`src/rtl/uart_pkg.sv`:
```
`default_nettype none
// ============================================================================
// Module   : uart_pkg
// Brief    : Shared UART frame layout, entry format and parity-mode encoding.
// Revision : 1.0 - initial release
// ============================================================================
package uart_pkg;

  localparam int START_BIT  = 0;
  localparam int DATA_LSB   = 1;
  localparam int DATA_MSB   = 8;
  localparam int PARITY_BIT = 9;
  localparam int STOP_BIT   = 10;
  localparam int FRAME_W    = 11;
  localparam int ENTRY_W    = 10;

  typedef enum logic {
    PARITY_EVEN     = 1'b0,
    PARITY_MODE_ODD = 1'b1
  } parity_mode_e;

  typedef struct packed {
    logic       perr;
    logic       ferr;
    logic [7:0] data;
  } rx_entry_t;

  function automatic logic frame_err(input logic [FRAME_W-1:0] f);
    return (f[START_BIT] != 1'b0) || (f[STOP_BIT] != 1'b1);
  endfunction

endpackage
`default_nettype wire

```
`src/rtl/uart_sync_fifo.sv`:
```
`default_nettype none
// ============================================================================
// Module   : uart_sync_fifo
// Brief    : Single-clock FIFO, registered write/pop, combinational head.
// Revision : 1.0 - initial release
// ============================================================================
module uart_sync_fifo #(
  parameter int WIDTH = 10,
  parameter int DEPTH = 4
) (
  input  logic                     clk,
  input  logic                     rst_n,
  input  logic                     wr_en,
  input  logic [WIDTH-1:0]         wr_data,
  output logic                     full,
  input  logic                     rd_en,
  output logic [WIDTH-1:0]         rd_data,
  output logic                     empty,
  output logic [$clog2(DEPTH):0]   level
);

  localparam int AW = $clog2(DEPTH);

  logic [WIDTH-1:0] r_mem [DEPTH];
  logic [AW:0]      r_wr_ptr;
  logic [AW:0]      r_rd_ptr;
  logic             w_do_wr;
  logic             w_do_rd;

  // Extra pointer MSB distinguishes full from empty when the indices match.
  assign empty   = (r_wr_ptr == r_rd_ptr);
  assign full    = (r_wr_ptr[AW] != r_rd_ptr[AW]) &&
                   (r_wr_ptr[AW-1:0] == r_rd_ptr[AW-1:0]);
  assign w_do_rd = rd_en && !empty;
  assign w_do_wr = wr_en && (!full || w_do_rd);
  assign rd_data = r_mem[r_rd_ptr[AW-1:0]];
  assign level   = r_wr_ptr - r_rd_ptr;

  always_ff @(posedge clk or negedge rst_n) begin
    if (!rst_n) begin
      r_wr_ptr <= '0;
      r_rd_ptr <= '0;
      for (int i = 0; i < DEPTH; i++) begin
        r_mem[i] <= '0;
      end
    end else begin
      if (w_do_wr) begin
        r_mem[r_wr_ptr[AW-1:0]] <= wr_data;
        r_wr_ptr                <= r_wr_ptr + (AW+1)'(1);
      end
      if (w_do_rd) begin
        r_rd_ptr <= r_rd_ptr + (AW+1)'(1);
      end
    end
  end

endmodule
`default_nettype wire

```
`src/rtl/uart_rx_deframer.sv`:
```
`default_nettype none
// ============================================================================
// Module   : uart_rx_deframer
// Brief    : Checks and strips UART framing, buffers bytes for the host.
// Revision : 1.0 - initial release
// ============================================================================
module uart_rx_deframer
  import uart_pkg::*;
#(
  parameter bit PARITY_EN  = 1'b1,
  parameter bit PARITY_ODD = 1'b0,
  parameter int FIFO_DEPTH = 4
) (
  input  logic                          baud_clk,
  input  logic                          rst_n,
  input  logic                          recieved_flag,
  input  logic [FRAME_W-1:0]            data_parll,
  output logic [7:0]                    rx_data,
  output logic                          rx_parity_err,
  output logic                          rx_frame_err,
  output logic                          rx_valid,
  input  logic                          rx_ready,
  output logic                          overrun_err,
  input  logic                          err_clr,
  output logic [$clog2(FIFO_DEPTH):0]   fifo_level
);

  localparam parity_mode_e C_PARITY_MODE = PARITY_ODD ? PARITY_MODE_ODD : PARITY_EVEN;

  logic               r_flag_q;
  logic [FRAME_W-1:0] r_frame;
  logic               r_pend;
  logic               r_overrun;
  logic               w_capture;
  logic               w_fifo_full;
  logic               w_fifo_empty;
  logic               w_pop;
  logic               w_overrun_set;
  rx_entry_t          w_entry;
  rx_entry_t          w_head;

  assign w_capture = recieved_flag && !r_flag_q;
  assign w_pop     = rx_valid && rx_ready;

  always_comb begin
    w_entry      = '0;
    w_entry.data = r_frame[DATA_MSB:DATA_LSB];
    w_entry.ferr = frame_err(r_frame);
    w_entry.perr = PARITY_EN &&
                   ((^r_frame[PARITY_BIT:DATA_LSB]) != logic'(C_PARITY_MODE));
  end

  // A pop in the same cycle frees the slot, so only an unpopped full FIFO drops.
  assign w_overrun_set = r_pend && w_fifo_full && !w_pop;

  always_ff @(posedge baud_clk or negedge rst_n) begin
    if (!rst_n) begin
      r_flag_q  <= 1'b0;
      r_frame   <= '0;
      r_pend    <= 1'b0;
      r_overrun <= 1'b0;
    end else begin
      r_flag_q <= recieved_flag;
      r_pend   <= w_capture;
      if (w_capture) begin
        r_frame <= data_parll;
      end
      if (w_overrun_set) begin
        r_overrun <= 1'b1;
      end else if (err_clr) begin
        r_overrun <= 1'b0;
      end
    end
  end

  uart_sync_fifo #(
    .WIDTH (ENTRY_W),
    .DEPTH (FIFO_DEPTH)
  ) u_fifo (
    .clk     (baud_clk),
    .rst_n   (rst_n),
    .wr_en   (r_pend),
    .wr_data (w_entry),
    .full    (w_fifo_full),
    .rd_en   (rx_ready),
    .rd_data (w_head),
    .empty   (w_fifo_empty),
    .level   (fifo_level)
  );

  assign rx_valid      = !w_fifo_empty;
  assign rx_data       = w_head.data;
  assign rx_parity_err = w_head.perr;
  assign rx_frame_err  = w_head.ferr;
  assign overrun_err   = r_overrun;

endmodule
`default_nettype wire

```
`config.mk`:
```
export PLATFORM = sky130hd
export DESIGN_NAME = uart_rx_deframer
export DESIGN_NICKNAME = d
export VERILOG_FILES = /design/src/rtl/uart_pkg.sv /design/src/rtl/uart_sync_fifo.sv /design/src/rtl/uart_rx_deframer.sv
export SDC_FILE = /design/constraint.sdc
export NUM_CORES = 1
export LEC_CHECK = 0
export ABC_AREA = 1
export ABC_CLOCK_PERIOD_IN_PS = 2000
export CAP_MARGIN = 10
export CORE_ASPECT_RATIO = 1.4
export CORE_MARGIN = 4
export CORE_UTILIZATION = 41
export CTS_BUF_LIST = sky130_fd_sc_hd__clkbuf_8
export CTS_CLUSTER_SIZE = 28
export DETAILED_ROUTE_END_ITERATION = 10
export DONT_BUFFER_PORTS = 1
export SLEW_MARGIN = 15
export SYNTH_ARGS = -nofsm -noshare
export SYNTH_HDL_FRONTEND = slang
export SYNTH_HIERARCHICAL = 1
export SYNTH_SLANG_ARGS = --single-unit
```
`constraint.sdc`:
```
create_clock -name baud_clk -period 2 [get_ports baud_clk]
set_input_delay 0.6 -clock baud_clk [delete_from_list [all_inputs] [get_ports baud_clk]]
set_output_delay 0.6 -clock baud_clk [all_outputs]
set_load 0.1 [all_outputs]
```
==> flow_results.org <==
** Status
- Outcome :: finished with violations
- Failing checks :: negative setup slack

** Timing
- Fin worst setup slack :: -0.336 ns
- The worst pin sits at a relative slew slack of 59.8%.
- On the final layout, the worst hold slack is 0.127 ns.
- The number of hold-slack violations in the final timing report is 0.
- For the finished layout, the period the worst path requires is 2.34 ns.
- The number of pins exceeding their max-slew limit in the final report is 0.
- Timing would allow up to 0.428 GHz.
- Setup violations remaining at the end of the flow were counted as 13.
- RSZ-0062 raised after global routing :: yes
- In the finished design, the share of the clock period the worst path needs comes to 117%.
- Transition time at the pin with the least slew margin :: between 0.6 and 0.7 ns
- Across the routed clock network, the largest skew measured is 0.00668 ns.

** Yosys
- Syn Std Cell Area :: 0.00309 mm²
- Counting every net in the synthesized netlist gives 401.
- Post-Syn Area per Cell :: 8.20 µm²
- Synthesis inferred 60 register bits.
- Synthesis instantiated 23 different standard cells from the library.
- In the synthesized netlist, the number of instances is 377.
- Sequential fraction of the synthesis area :: 48.6%
- During synthesis, Yosys emitted a total of 6 warnings.

** Worst setup path
- The critical path starts at u_fifo/r_rd_ptr[0].
- Biggest cell delay along the critical path :: 0.55 ns
- Reg-to-reg critical path startpoint :: u_fifo/r_wr_ptr[1]
- Reg2Reg Capture Point :: u_fifo/r_mem[4]
- For this design, the slowest cell found on the critical path is sky130_fd_sc_hd__fa_2.
- The worst register-to-register path has a depth of 8.
- The worst setup path is launched from a register.
- Maximum fanout along the worst path :: 2
- Required time of the critical path :: 1.40 ns
- Type of the setup path with the least slack :: reg -> out
- Endpoint of the most critical setup path :: fifo_level[1]
- STA classifies the critical path endpoint as a primary output.
- Worst reg2reg setup slack :: 0.11 ns
- Data arrival, critical path :: 1.74 ns
- Critical Path, Cell by Cell :: ha_4 -> fa_2 -> clkinvlp_4 -> buf_12

** Placed design
- Number of port buffers :: 0
- OpenSTA, run right after detailed placement, puts the worst setup slack at -0.0145 ns.
- At the end of routability-driven placement, the weighted congestion stood at just under 0.8.
- Detailed placement ended at an HPWL of 5.10 mm.
- # placed instances :: 481

** Clocking
- TritonCTS sink count :: 60
- Clock buffer count from CTS :: 9
- The clock passes through at most 2 buffers.
- The H-tree was split into 3 levels.
- Clock insertion delay at the later pin of the skew report :: 0.34 ns
- CTS clk-pin slew, worst paths :: 0.07 ns
- Clock root buffer :: sky130_fd_sc_hd__clkbuf_8
- CTS tree :: yes

** Drt
- Detailed-routing wirelength on met1 :: 3.41 mm
- The routed layout has 2,782 vias.
- In the final routed layout, each cell accounts on average for about 17 µm.
- DRT iter0 DRCs :: 291
- Amount of wire on met3 after detailed routing :: 472 µm
- Wires add up to 8.63 mm.
- After detailed routing, the number of vias per cell comes to approximately 5.4.
- After detailed routing, the number of remaining DRC violations is 0.
- The first TritonRoute pass finished after 4 iterations.
- The highest metal layer carrying signal wires in the routed design is met4.
- Routed met2 length :: 4.57 mm
- Number of nets with antenna violations after routing :: 0

** Layout
- Area of the multi-input gates :: 0.00179 mm²
- Top library cells by usage in the layout, fill and taps aside :: sky130_fd_sc_hd__nand2_1 (137), sky130_fd_sc_hd__dfrtp_1 (59), sky130_fd_sc_hd__nand4_1 (41), sky130_fd_sc_hd__inv_1 (18), sky130_fd_sc_hd__buf_12 (18)
- Once layout is complete, the cells apart from fillers number 515.
- Commonest non-fill, non-tap cell in the layout :: sky130_fd_sc_hd__nand2_1
- Area taken by flip-flops and latches :: 0.00150 mm²
- NumNets Final :: approximately 440
- From synthesis to final layout, the design area changed by 44.8%.
- Number of fill cells in the layout :: 603
- Layout cell share with drive strength beyond 1 :: 32.1%
- Cells fill 60.8% of the core in the end.
- The repair_antennas step left the layout with diodes totalling 0.

** Flow run
- Across the run, the number of max-cap violations was 0.

** Die
- Number of rows in the core area :: 37
- Die X :: about 81 µm
- Starting density of the core :: ~42%
- The floorplan step defined a die boundary enclosing 0.00901 mm².
- The floorplan step defined a core boundary enclosing 0.00736 mm².
- In this run the vertical extent of the chip is around 110 µm.
- IO Pins :: 31

** GRT
- The initial antenna violation count is 0.
- The first global-routing pass estimated 13.9 mm of wire.
- The number of global-route vias before repair was between 2,000 and 3,000.
- Global routing finished with a remaining overflow of 0.
- Entering global routing, the biggest net connects 61 pins.
- Global routing used between 20% and 30% of the available tracks across all layers.

** Min path
- In this run the worst hold path is classified as in -> async.
==> worst min-delay path by stage <==
| stage | end | slack, ns | cells past startpoint |
|---|---|---|---|
| after CTS | overrun_err | -0.06 | 0 |
| after detailed placement | overrun_err | 0.31 | 0 |
| after floorplan | overrun_err | 0.30 | 0 |
| after global routing | overrun_err | 0.14 | 1 |
| final | overrun_err | 0.13 | 1 |
| after global placement | overrun_err | 0.31 | 0 |
==> cell usage after synthesis <==
cell type	number	share of area, %
sky130_fd_sc_hd__nand4_1	41	8.3
sky130_fd_sc_hd__clkbuf_1	5	0.61
sky130_fd_sc_hd__buf_12	1	0.65
sky130_fd_sc_hd__buf_2	12	1.9
sky130_fd_sc_hd__buf_1	1	0.12
sky130_fd_sc_hd__buf_4	1	0.24
sky130_fd_sc_hd__fa_1	1	0.65
sky130_fd_sc_hd__nand3_1	9	1.5
sky130_fd_sc_hd__nor2_2	1	0.20
sky130_fd_sc_hd__o21ai_1	1	0.16
sky130_fd_sc_hd__o21ai_0	29	4.7
sky130_fd_sc_hd__nor2_1	21	2.5
sky130_fd_sc_hd__o22ai_1	10	2.0
sky130_fd_sc_hd__ha_1	7	2.8
sky130_fd_sc_hd__buf_8	3	1.5
sky130_fd_sc_hd__nand3_4	4	2.3
sky130_fd_sc_hd__nand2_2	2	0.40
sky130_fd_sc_hd__xnor2_1	2	0.57
sky130_fd_sc_hd__xor2_1	1	0.28
sky130_fd_sc_hd__inv_1	24	2.9
sky130_fd_sc_hd__inv_2	2	0.24
sky130_fd_sc_hd__dfrtp_1	60	49
sky130_fd_sc_hd__nand2_1	139	17
==> layout make-up <==
cell class                      instances  share of cell area [%]
Clock inverter                          5                    1.15
Multi-Input combinational cell        268                    40.0
Timing Repair Buffer                   48                    16.5
Clock buffer                           11                    3.38
Tap cell                               97                    2.71
Sequential cell                        60                    33.6
Inverter                               26                    2.71
==> registers in the layout, summed over array words and instances, names as in the netlist <==
signal and count:
u_fifo/r_mem 40, overrun_err 1, u_fifo/r_wr_ptr 3, r_frame 11, r_flag_q 1, r_pend 1, u_fifo/r_rd_ptr 3
==> through the flow <==
step                area, µm²  setup TNS (ns)
floorplan                3290          -0.515
global placement         3670               0
detailed placement       3670         -0.0145
CTS                      4280           -2.68
global route             4480           -3.48
finish                   4480           -2.78
==> metal layers <==
layer,GRT usage (%),vias to the layer above
met3,3.50,13
met4,8.34,0
li1,-,1326
met5,0,-
met1,26.4,1350
met2,33.0,93
==> cell families (layout without fill, tap and decap cells) <==
logic type | after synthesis | count (layout) | share of synthesized area (%)
xor+xnor | 3 | 3 | 0.850
buf+inv | 49 | 90 | 8.18
fa+ha+maj | 8 | 8 | 3.48
flops | 60 | 60 | 48.6
simple gates | 217 | 217 | 32.1
compound gates | 40 | 40 | 6.88
==> critical path, delay by kind of cell (launching register included) <==
family,cells,cell delay [ns]
adder cells (fa/ha/maj),2,0.72
buffers and inverters,2,0.26
flip-flops,1,0.41
==> what timing repair did <==
| action | 4_1_cts | 5_1_grt |
|---|---|---|
| setup buffers | 9 | 3 |
| gates resized for setup | 81 | 30 |
| endpoints found under the hold margin | 60 | 60 |
| pin swaps | 13 | 14 |
| endpoints found under the setup margin | 13 | 13 |
| cloned | 5 | 1 |
Power is left out: the tool's default activity adds up to more than one toggle a clock period on the data nets, which glitch-free logic cannot reach.
